**config.mk**
```make
export PLATFORM = sky130hd
export DESIGN_NAME = cond_pipe_ctrl
export DESIGN_NICKNAME = d
export VERILOG_FILES = /design/src/rtl/arm_pipe_pkg.sv /design/src/rtl/cond_eval.sv /design/src/rtl/cond_pipe_ctrl.sv
export SDC_FILE = /design/constraint.sdc
export NUM_CORES = 1
export LEC_CHECK = 0
export ABC_AREA = 1
export CELL_PAD_IN_SITES_DETAIL_PLACEMENT = 0
export CELL_PAD_IN_SITES_GLOBAL_PLACEMENT = 1
export CORE_MARGIN = 2
export CORE_UTILIZATION = 36
export CTS_CLUSTER_DIAMETER = 40
export DETAILED_ROUTE_END_ITERATION = 10
export GPL_ROUTABILITY_DRIVEN = 1
export GPL_TIMING_DRIVEN = 0
export PLACE_DENSITY = 0.87
export SYNTH_ARGS = -nofsm -noshare
export SYNTH_HDL_FRONTEND = slang
export SYNTH_SLANG_ARGS = --single-unit
export TNS_END_PERCENT = 50
```
**constraint.sdc**
```tcl
create_clock -name clk -period 3.7 [get_ports clk]
set_clock_uncertainty 0.2 [all_clocks]
set_input_delay 1.11 -clock clk [delete_from_list [all_inputs] [get_ports clk]]
set_output_delay 1.11 -clock clk [all_outputs]
set_load 0.02 [all_outputs]
```
**src/rtl/arm_pipe_pkg.sv**
```systemverilog
// Shared ARM pipeline definitions: condition codes, NZCV bit positions and flag-write masks.
// The flag merge helper is shared by the control pipeline.
package arm_pipe_pkg;

   localparam logic [3:0] COND_EQ = 4'h0;
   localparam logic [3:0] COND_NE = 4'h1;
   localparam logic [3:0] COND_CS = 4'h2;
   localparam logic [3:0] COND_CC = 4'h3;
   localparam logic [3:0] COND_MI = 4'h4;
   localparam logic [3:0] COND_PL = 4'h5;
   localparam logic [3:0] COND_VS = 4'h6;
   localparam logic [3:0] COND_VC = 4'h7;
   localparam logic [3:0] COND_HI = 4'h8;
   localparam logic [3:0] COND_LS = 4'h9;
   localparam logic [3:0] COND_GE = 4'ha;
   localparam logic [3:0] COND_LT = 4'hb;
   localparam logic [3:0] COND_GT = 4'hc;
   localparam logic [3:0] COND_LE = 4'hd;
   localparam logic [3:0] COND_AL = 4'he;
   localparam logic [3:0] COND_NV = 4'hf;

   localparam int unsigned FLAG_N = 3;
   localparam int unsigned FLAG_Z = 2;
   localparam int unsigned FLAG_C = 1;
   localparam int unsigned FLAG_V = 0;

   localparam logic [1:0] FLAGW_NZ = 2'b10;
   localparam logic [1:0] FLAGW_CV = 2'b01;

   // Control bits carried per stage; the payload travels separately since its width is a parameter.
   typedef struct packed {
      logic       valid;
      logic       pcs;
      logic       regw;
      logic       memw;
      logic       branch;
      logic [1:0] flagw;
      logic [3:0] cond;
   } ctrl_t;

   function automatic logic [3:0] merge_flags(input logic [3:0] cur, input logic [3:0] alu,
                                              input logic [1:0] flagw);
      logic [3:0] res;
      res = cur;
      if ((flagw & FLAGW_NZ) != 2'b00) begin
         res[FLAG_N] = alu[FLAG_N];
         res[FLAG_Z] = alu[FLAG_Z];
      end
      if ((flagw & FLAGW_CV) != 2'b00) begin
         res[FLAG_C] = alu[FLAG_C];
         res[FLAG_V] = alu[FLAG_V];
      end
      return res;
   endfunction

endpackage

```
**src/rtl/cond_eval.sv**
```systemverilog
// Combinational ARM condition check: condition field plus NZCV yields pass.
module cond_eval
   import arm_pipe_pkg::*;
(
   input  logic [3:0] cond,
   input  logic [3:0] nzcv,
   output logic       pass
);

   logic n, z, c, v;

   always_comb begin
      n    = nzcv[FLAG_N];
      z    = nzcv[FLAG_Z];
      c    = nzcv[FLAG_C];
      v    = nzcv[FLAG_V];
      pass = 1'b0;
      case (cond)
         COND_EQ: pass = z;
         COND_NE: pass = ~z;
         COND_CS: pass = c;
         COND_CC: pass = ~c;
         COND_MI: pass = n;
         COND_PL: pass = ~n;
         COND_VS: pass = v;
         COND_VC: pass = ~v;
         COND_HI: pass = c & ~z;
         COND_LS: pass = ~c | z;
         COND_GE: pass = (n == v);
         COND_LT: pass = (n != v);
         COND_GT: pass = ~z & (n == v);
         COND_LE: pass = z | (n != v);
         COND_AL: pass = 1'b1;
         default: pass = 1'b0;
      endcase
   end

endmodule

```
**src/rtl/cond_pipe_ctrl.sv**
```systemverilog
// Control-signal pipeline from decode through NSTAGES registered stages with condition gating,
// NZCV flag register, per-stage stall/flush and bubble insertion.
module cond_pipe_ctrl
   import arm_pipe_pkg::*;
#(
   parameter int unsigned NSTAGES = 3,
   parameter int unsigned PAY_W   = 8
) (
   input  logic                     clk,
   input  logic                     reset,
   input  logic                     valid_d,
   input  logic                     pcs_d,
   input  logic                     regw_d,
   input  logic                     memw_d,
   input  logic                     branch_d,
   input  logic [1:0]               flagw_d,
   input  logic [3:0]               cond_d,
   input  logic [PAY_W-1:0]         payload_d,
   input  logic [3:0]               alu_flags,
   input  logic [NSTAGES-1:0]       stall,
   input  logic [NSTAGES-1:0]       flush,
   output logic                     stall_d_o,
   output logic                     cond_ex_e,
   output logic                     branch_taken_e,
   output logic [3:0]               flags,
   output logic [NSTAGES-1:0]       valid_q,
   output logic [NSTAGES-1:0]       pcs_q,
   output logic [NSTAGES-1:0]       regw_q,
   output logic [NSTAGES-1:0]       memw_q,
   output logic [NSTAGES*PAY_W-1:0] payload_q
);

   if (NSTAGES < 2) begin : g_bad_nstages
      $error("cond_pipe_ctrl: NSTAGES must be at least 2");
   end

   logic [NSTAGES-1:0] se;
   ctrl_t              ctrl_s [NSTAGES];
   logic [PAY_W-1:0]   pay_s  [NSTAGES];
   ctrl_t              dec_ctrl;
   logic               cond_pass;
   logic               flag_we;

   // A stall at any later stage also holds every earlier stage.
   always_comb begin
      se[NSTAGES-1] = stall[NSTAGES-1];
      for (int k = NSTAGES - 2; k >= 0; k--) begin
         se[k] = stall[k] | se[k+1];
      end
   end

   always_comb begin
      dec_ctrl = '0;
      if (valid_d) begin
         dec_ctrl.valid  = 1'b1;
         dec_ctrl.pcs    = pcs_d;
         dec_ctrl.regw   = regw_d;
         dec_ctrl.memw   = memw_d;
         dec_ctrl.branch = branch_d;
         dec_ctrl.flagw  = flagw_d;
         dec_ctrl.cond   = cond_d;
      end
   end

   cond_eval u_cond_eval (
      .cond (ctrl_s[0].cond),
      .nzcv (flags),
      .pass (cond_pass)
   );

   assign cond_ex_e      = ctrl_s[0].valid & cond_pass;
   assign branch_taken_e = ctrl_s[0].branch & cond_ex_e;
   assign stall_d_o      = se[0] & reset;

   for (genvar k = 0; k < NSTAGES; k++) begin : g_stage
      ctrl_t            ctrl_q;
      logic [PAY_W-1:0] pay_q;
      ctrl_t            src_ctrl;
      logic [PAY_W-1:0] src_pay;
      logic             bubble;

      if (k == 0) begin : g_src_dec
         assign src_ctrl = dec_ctrl;
         assign src_pay  = valid_d ? payload_d : '0;
         assign bubble   = 1'b0;
      end else if (k == 1) begin : g_src_gated
         // Only state-changing bits are suppressed by a failed condition.
         always_comb begin
            src_ctrl      = ctrl_s[0];
            src_ctrl.pcs  = ctrl_s[0].pcs & cond_ex_e;
            src_ctrl.regw = ctrl_s[0].regw & cond_ex_e;
            src_ctrl.memw = ctrl_s[0].memw & cond_ex_e;
         end
         assign src_pay = pay_s[0];
         assign bubble  = se[0];
      end else begin : g_src_copy
         assign src_ctrl = ctrl_s[k-1];
         assign src_pay  = pay_s[k-1];
         assign bubble   = se[k-1];
      end

      always_ff @(posedge clk or negedge reset) begin
         if (!reset) begin
            ctrl_q <= '0;
            pay_q  <= '0;
         end else if (flush[k]) begin
            ctrl_q <= '0;
            pay_q  <= '0;
         end else if (se[k]) begin
            ctrl_q <= ctrl_q;
            pay_q  <= pay_q;
         end else if (bubble) begin
            ctrl_q <= '0;
            pay_q  <= '0;
         end else begin
            ctrl_q <= src_ctrl;
            pay_q  <= src_pay;
         end
      end

      assign ctrl_s[k]                    = ctrl_q;
      assign pay_s[k]                     = pay_q;
      assign valid_q[k]                   = ctrl_q.valid;
      assign pcs_q[k]                     = ctrl_q.pcs;
      assign regw_q[k]                    = ctrl_q.regw;
      assign memw_q[k]                    = ctrl_q.memw;
      assign payload_q[k*PAY_W +: PAY_W] = pay_q;
   end

   // Flags commit only on the edge the instruction leaves stage 1 for stage 2, so a held
   // instruction writes exactly once.
   assign flag_we = ~flush[1] & ~se[0] & cond_ex_e & (ctrl_s[0].flagw != 2'b00);

   always_ff @(posedge clk or negedge reset) begin
      if (!reset) begin
         flags <= 4'b0000;
      end else if (flag_we) begin
         flags <= merge_flags(flags, alu_flags, ctrl_s[0].flagw);
      end
   end

endmodule

```
=== After elaboration in Yosys (flattened, before gate mapping) ===
Cells that the tools add are included.

* Flip-flop bits (word level): 54
* Bits of input ports: 31
* Output and inout bits: 43
* Logic and storage cells: 86

* Equal/unequal tests: 19
* Muxes and demuxes: 19
* Bitwise gates (word level): 21
* Reduce and logical (&&, ||, !) cells: 4

{| class="wikitable"
|+ Operators by type and width
! kind !! number
|-
| 2-to-1 mux 11 bit || 9
|-
| 2-to-1 mux 8 bit || 9
|-
| equality test 4 bit (second input constant) || 7
|-
| equality test 4 x 3 -> 1 bit (second input constant) || 4
|-
| one-hot mux 1 bit (15 select lines) || 1
|-
| bitwise AND 1 bit || 11
|-
| equality test 4 x 2 -> 1 bit (second input constant) || 2
|-
| inverter 1 bit || 6
|-
| equality test 4 x 1 -> 1 bit (second input constant) || 1
|-
| logical NOT 4 bit || 1
|-
| != test 2 bit (second input constant) || 2
|-
| bitwise OR 1 bit || 4
|-
| AND reduction 2 bit || 2
|-
| != test 2 x 1 -> 1 bit (second input constant) || 1
|-
| nonzero test 2 bit || 1
|-
| equality test 1 bit || 1
|-
| != test 1 bit || 1
|}

=== Logic depth before layout (Yosys ltp) ===
* Depth in word-level cells: 8
* Depth in mapped cells: 11
* Mapped depth without buffers: 11

=== By module ===
From an unflattened synthesis, not the netlist that was laid out.

* Cell total of the unflattened synthesis: 270
* Area, all modules: 2247.2 µm²

{| class="wikitable"
|+ Modules (own cells, without submodules)
! module !! instances !! cells an instance !! area an instance (µm²)
|-
| cond_pipe_ctrl || 1 || 215 || 2018.2
|-
| cond_eval || 1 || 55 || 229.0
|}

=== Worst setup path before layout ===
No wires, ideal clock.

* Path type: input-to-output
* Start point: in stall[1]
* End point: out stall_d_o
* Arrival: 1.579 ns
* Required time: 2.390 ns
* Slack: 0.811 ns
* Stages on the path: 4
* Path buffers: 0
* Path through: nor2_1 -> inv_2 -> nor2_4 -> nor2_1

* Cells in the longest elaborated chain, start to end: 3

{| class="wikitable"
|+ RTL lines
! what !! RTL line !! RTL
|-
| start: declaration || cond_pipe_ctrl.sv:20 || <nowiki>input logic [NSTAGES-1:0] stall,</nowiki>
|-
| bitwise OR 1 bit (2 in a row) || cond_pipe_ctrl.sv:48 || <nowiki>se[k] = stall[k] | se[k+1];</nowiki>
|-
| bitwise AND 1 bit || cond_pipe_ctrl.sv:73 || <nowiki>assign stall_d_o = se[0] & reset;</nowiki>
|-
| end: declaration || cond_pipe_ctrl.sv:22 || <nowiki>output logic stall_d_o,</nowiki>
|}

Every way passes these cells.

=== Worst setup path in the final report ===
* Start point: in stall[2]
* End point: out stall_d_o

The elaborated chain is that of the path after synthesis.

==> results.ini <==
[outcome]
outcome=complete, no violations

[die]
initial_core_util=0.372
die-area_sq_um=6810
ios=74
die_width_um=82.5
fp.dieH_um=82.5
rows=28
core_area_sq_um=5960

[critical_path]
crit_start=stall[2]
rr_worst_depth=11
cpPeakStageDelay_ns=0.52
required_ns=2.39
reg2reg_slack_ns=2.03
arrival_ns=2.31
worstPathCellList=clkdlybuf4s50_1, nor2_1, inv_2, nor2_4, nor2_1, dlygate4sd2_1
r2r_end=flags[2]$_DFFE_PN0P_
endpoint=stall_d_o
rr_startpoint=ctrl_s[22]$_DFFE_PN0P_
cp-end-kind=output pin
cp_num_buf_inv=3
crit_type=in -> out
crit_fanout=6
cpMaxStageDelayCell=clkdlybuf4s50_1
cp_common_cell=nor2_1
critical_path_depth=6
start_kind=input port
critPathTopFamily=buffers and inverters

[yosys]
synth_area_sq_um=2220
ys_seq_area_frac=0.530
async_flop_share=1.00
synth_most_common_cell=inv_1
yosys-top-cells-area=dfrtp_1 (53%), inv_1 (9.8%), o22ai_1 (7.6%)
synth_top_area_frac=0.530
syn_inst=251
yosysWarnings=0
yosys-top-cells-count=inv_1 (58), dfrtp_1 (47), nand2_1 (30), o22ai_1 (27), nand3_1 (25)
synth_fp_nets=282
ys_types=23
postSynthAreaPerCell_sq_um=8.84
synth_edf_count=0
yosysTopAreaCell=dfrtp_1
ys_seq_elements=47
synthFlopType=dfrtp_1

[cts]
postCtsHoldBufs=0
clockBufferDepth=2
cts.sinks=47
cts_buffers=5
clk_latency_ns=0.29
root_buffer=clkbuf_8
clkTransAtPathRegs_ns=0.09
htreeDepth=2
cts_tree=built

[placed_design]
hpwl_um=4170
dp_cells=400
finalWeightedCongestion=0.838
port_buffers=73

[sta]
period_needed_ns=3.62
rsz0062_at_grt=false
fmax_mhz=276
timing.final.hold_violations=0
tightest_slew_ns=0.493
finalCritPeriodShare=0.978
slew_violations=0
setup_viol=0
relSlewSlack=0.671

[drt]
first_iter_violations=90
viasPerCell=4.70
drtPass1Iterations=5
vias=1917
wirelength_um=5480
antenna_left=0
wl_per_cell_um=13.4
drc=0

[global_routing]
grt_max_degree=34
grt_pass1_vias=1905
antenna_found_initial=0
grt-ovfl-total=0
grt_usage=0.173
grt_pass1_wl_um=8890

[job]
cap_violations=0

[pwr]
ir_drop_mv=0.186
power_density_nw_per_um2=297
leakagePower_nw=1.44
total_power_w=0.000934

[layout]
drive_gt1_frac=0.114
area_growth_pct=42.0
diodes=0
num-nets-final=363
stdcell_count=408

[worst_hold_path]
worstHoldPathType=reg -> reg
hold_start=g_stage[2].pay_q[3]$_DFFE_PN0P_

[tightest hold or removal path, cell delays in order (launching register included)]
cell	delay, ns
dfrtp_1	0.36
nand3_1	0.08
o31ai_1	0.06
[cells by family after synthesis]
kind of cell,Yosys count,synth area share
simple gates,78,0.178
flops,47,0.530
compound gates,46,0.134
buf+inv,80,0.157
[routing by layer]
metal | part of all wire | global-route usage | wire (um) | vias to the layer above
li1 | - | - | - | 962
met1 | 0.46 | 0.226 | 2500 | 886
met2 | 0.47 | 0.285 | 2600 | 63
met3 | 0.053 | 0.0250 | 293 | 6
met4 | 0.017 | 0.0738 | 93 | 0
met5 | 0 | 0 | 0 | -
[metrics by stage]
stage	instance area, sq um	utilization	TNS, ns	hold WS, ns	setup slack [ns]
after floorplan	2220	-	0	0.282	0.811
after global placement	3040	0.511	-1.60	0.298	-1.60
after detailed placement	3060	0.513	-0.203	0.300	-0.203
after CTS	3150	0.528	0	0.324	0.0709
after global routing	3150	0.529	0	0.350	0.00215
final	3150	0.529	0	0.322	0.0805
[cells in the final DEF, fill, tap and decap left out, types with 5 or more instances in the layout]
cell type        netlist  layout
inv_1                 58      58
clkbuf_8               0       5
dfrtp_1               47      46
clkdlybuf4s50_1        0      70
o22ai_1               27      27
nand2_1               30      30
nor2_1                 8       8
nand3_1               25      25
buf_4                 12      12
clkbuf_1               4       5
o31ai_1               12      12
[final cells by class]
| type | count | area [sq um] |
|---|---|---|
| sequential | 47 | 1180 |
| buffer | 20 | 124 |
| tap | 75 | 93.8 |
| multi-input combinational | 124 | 693 |
| clock buffer | 6 | 72.6 |
| inverter | 60 | 225 |
| clock inverter | 2 | 16.3 |
| timing repair buffer | 74 | 747 |
| fill | 570 | 2810 |
[power by group]
group,leakage (nW),internal (W),total (W),switching (W)
sequential,0.653,0.000518,0.000522,0.00000400
clock,0.0418,0.000136,0.000311,0.000175
combinational,0.748,0.0000472,0.000101,0.0000533
total,1.44,0.000701,0.000934,0.000233
[flip-flops by register name, summed over array words and instances, names as in the netlist]
name / count
g_stage.pay_q: 24
ctrl_s: 7
flags: 4
memw_q: 3
pcs_q: 3
regw_q: 3
valid_q: 3
[worst min-delay path by stage]
stage                                           end  cells past startpoint
global placement    g_stage[2].pay_q[2]$_DFFE_PN0P_                      2
finish              g_stage[2].pay_q[3]$_DFFE_PN0P_                      2
detailed placement  g_stage[2].pay_q[1]$_DFFE_PN0P_                      2
floorplan                     memw_q[2]$_DFFE_PN0P_                      2
global route        g_stage[2].pay_q[1]$_DFFE_PN0P_                      2
CTS                 g_stage[2].pay_q[1]$_DFFE_PN0P_                      2
[timing repair]
item | CTS | global route
endpoints found under the setup margin | 1 | 1
buffers inserted | 0 | 0
resized for setup | 1 | 2
cloned | 0 | 0
Power figures use the tool's default switching activity.
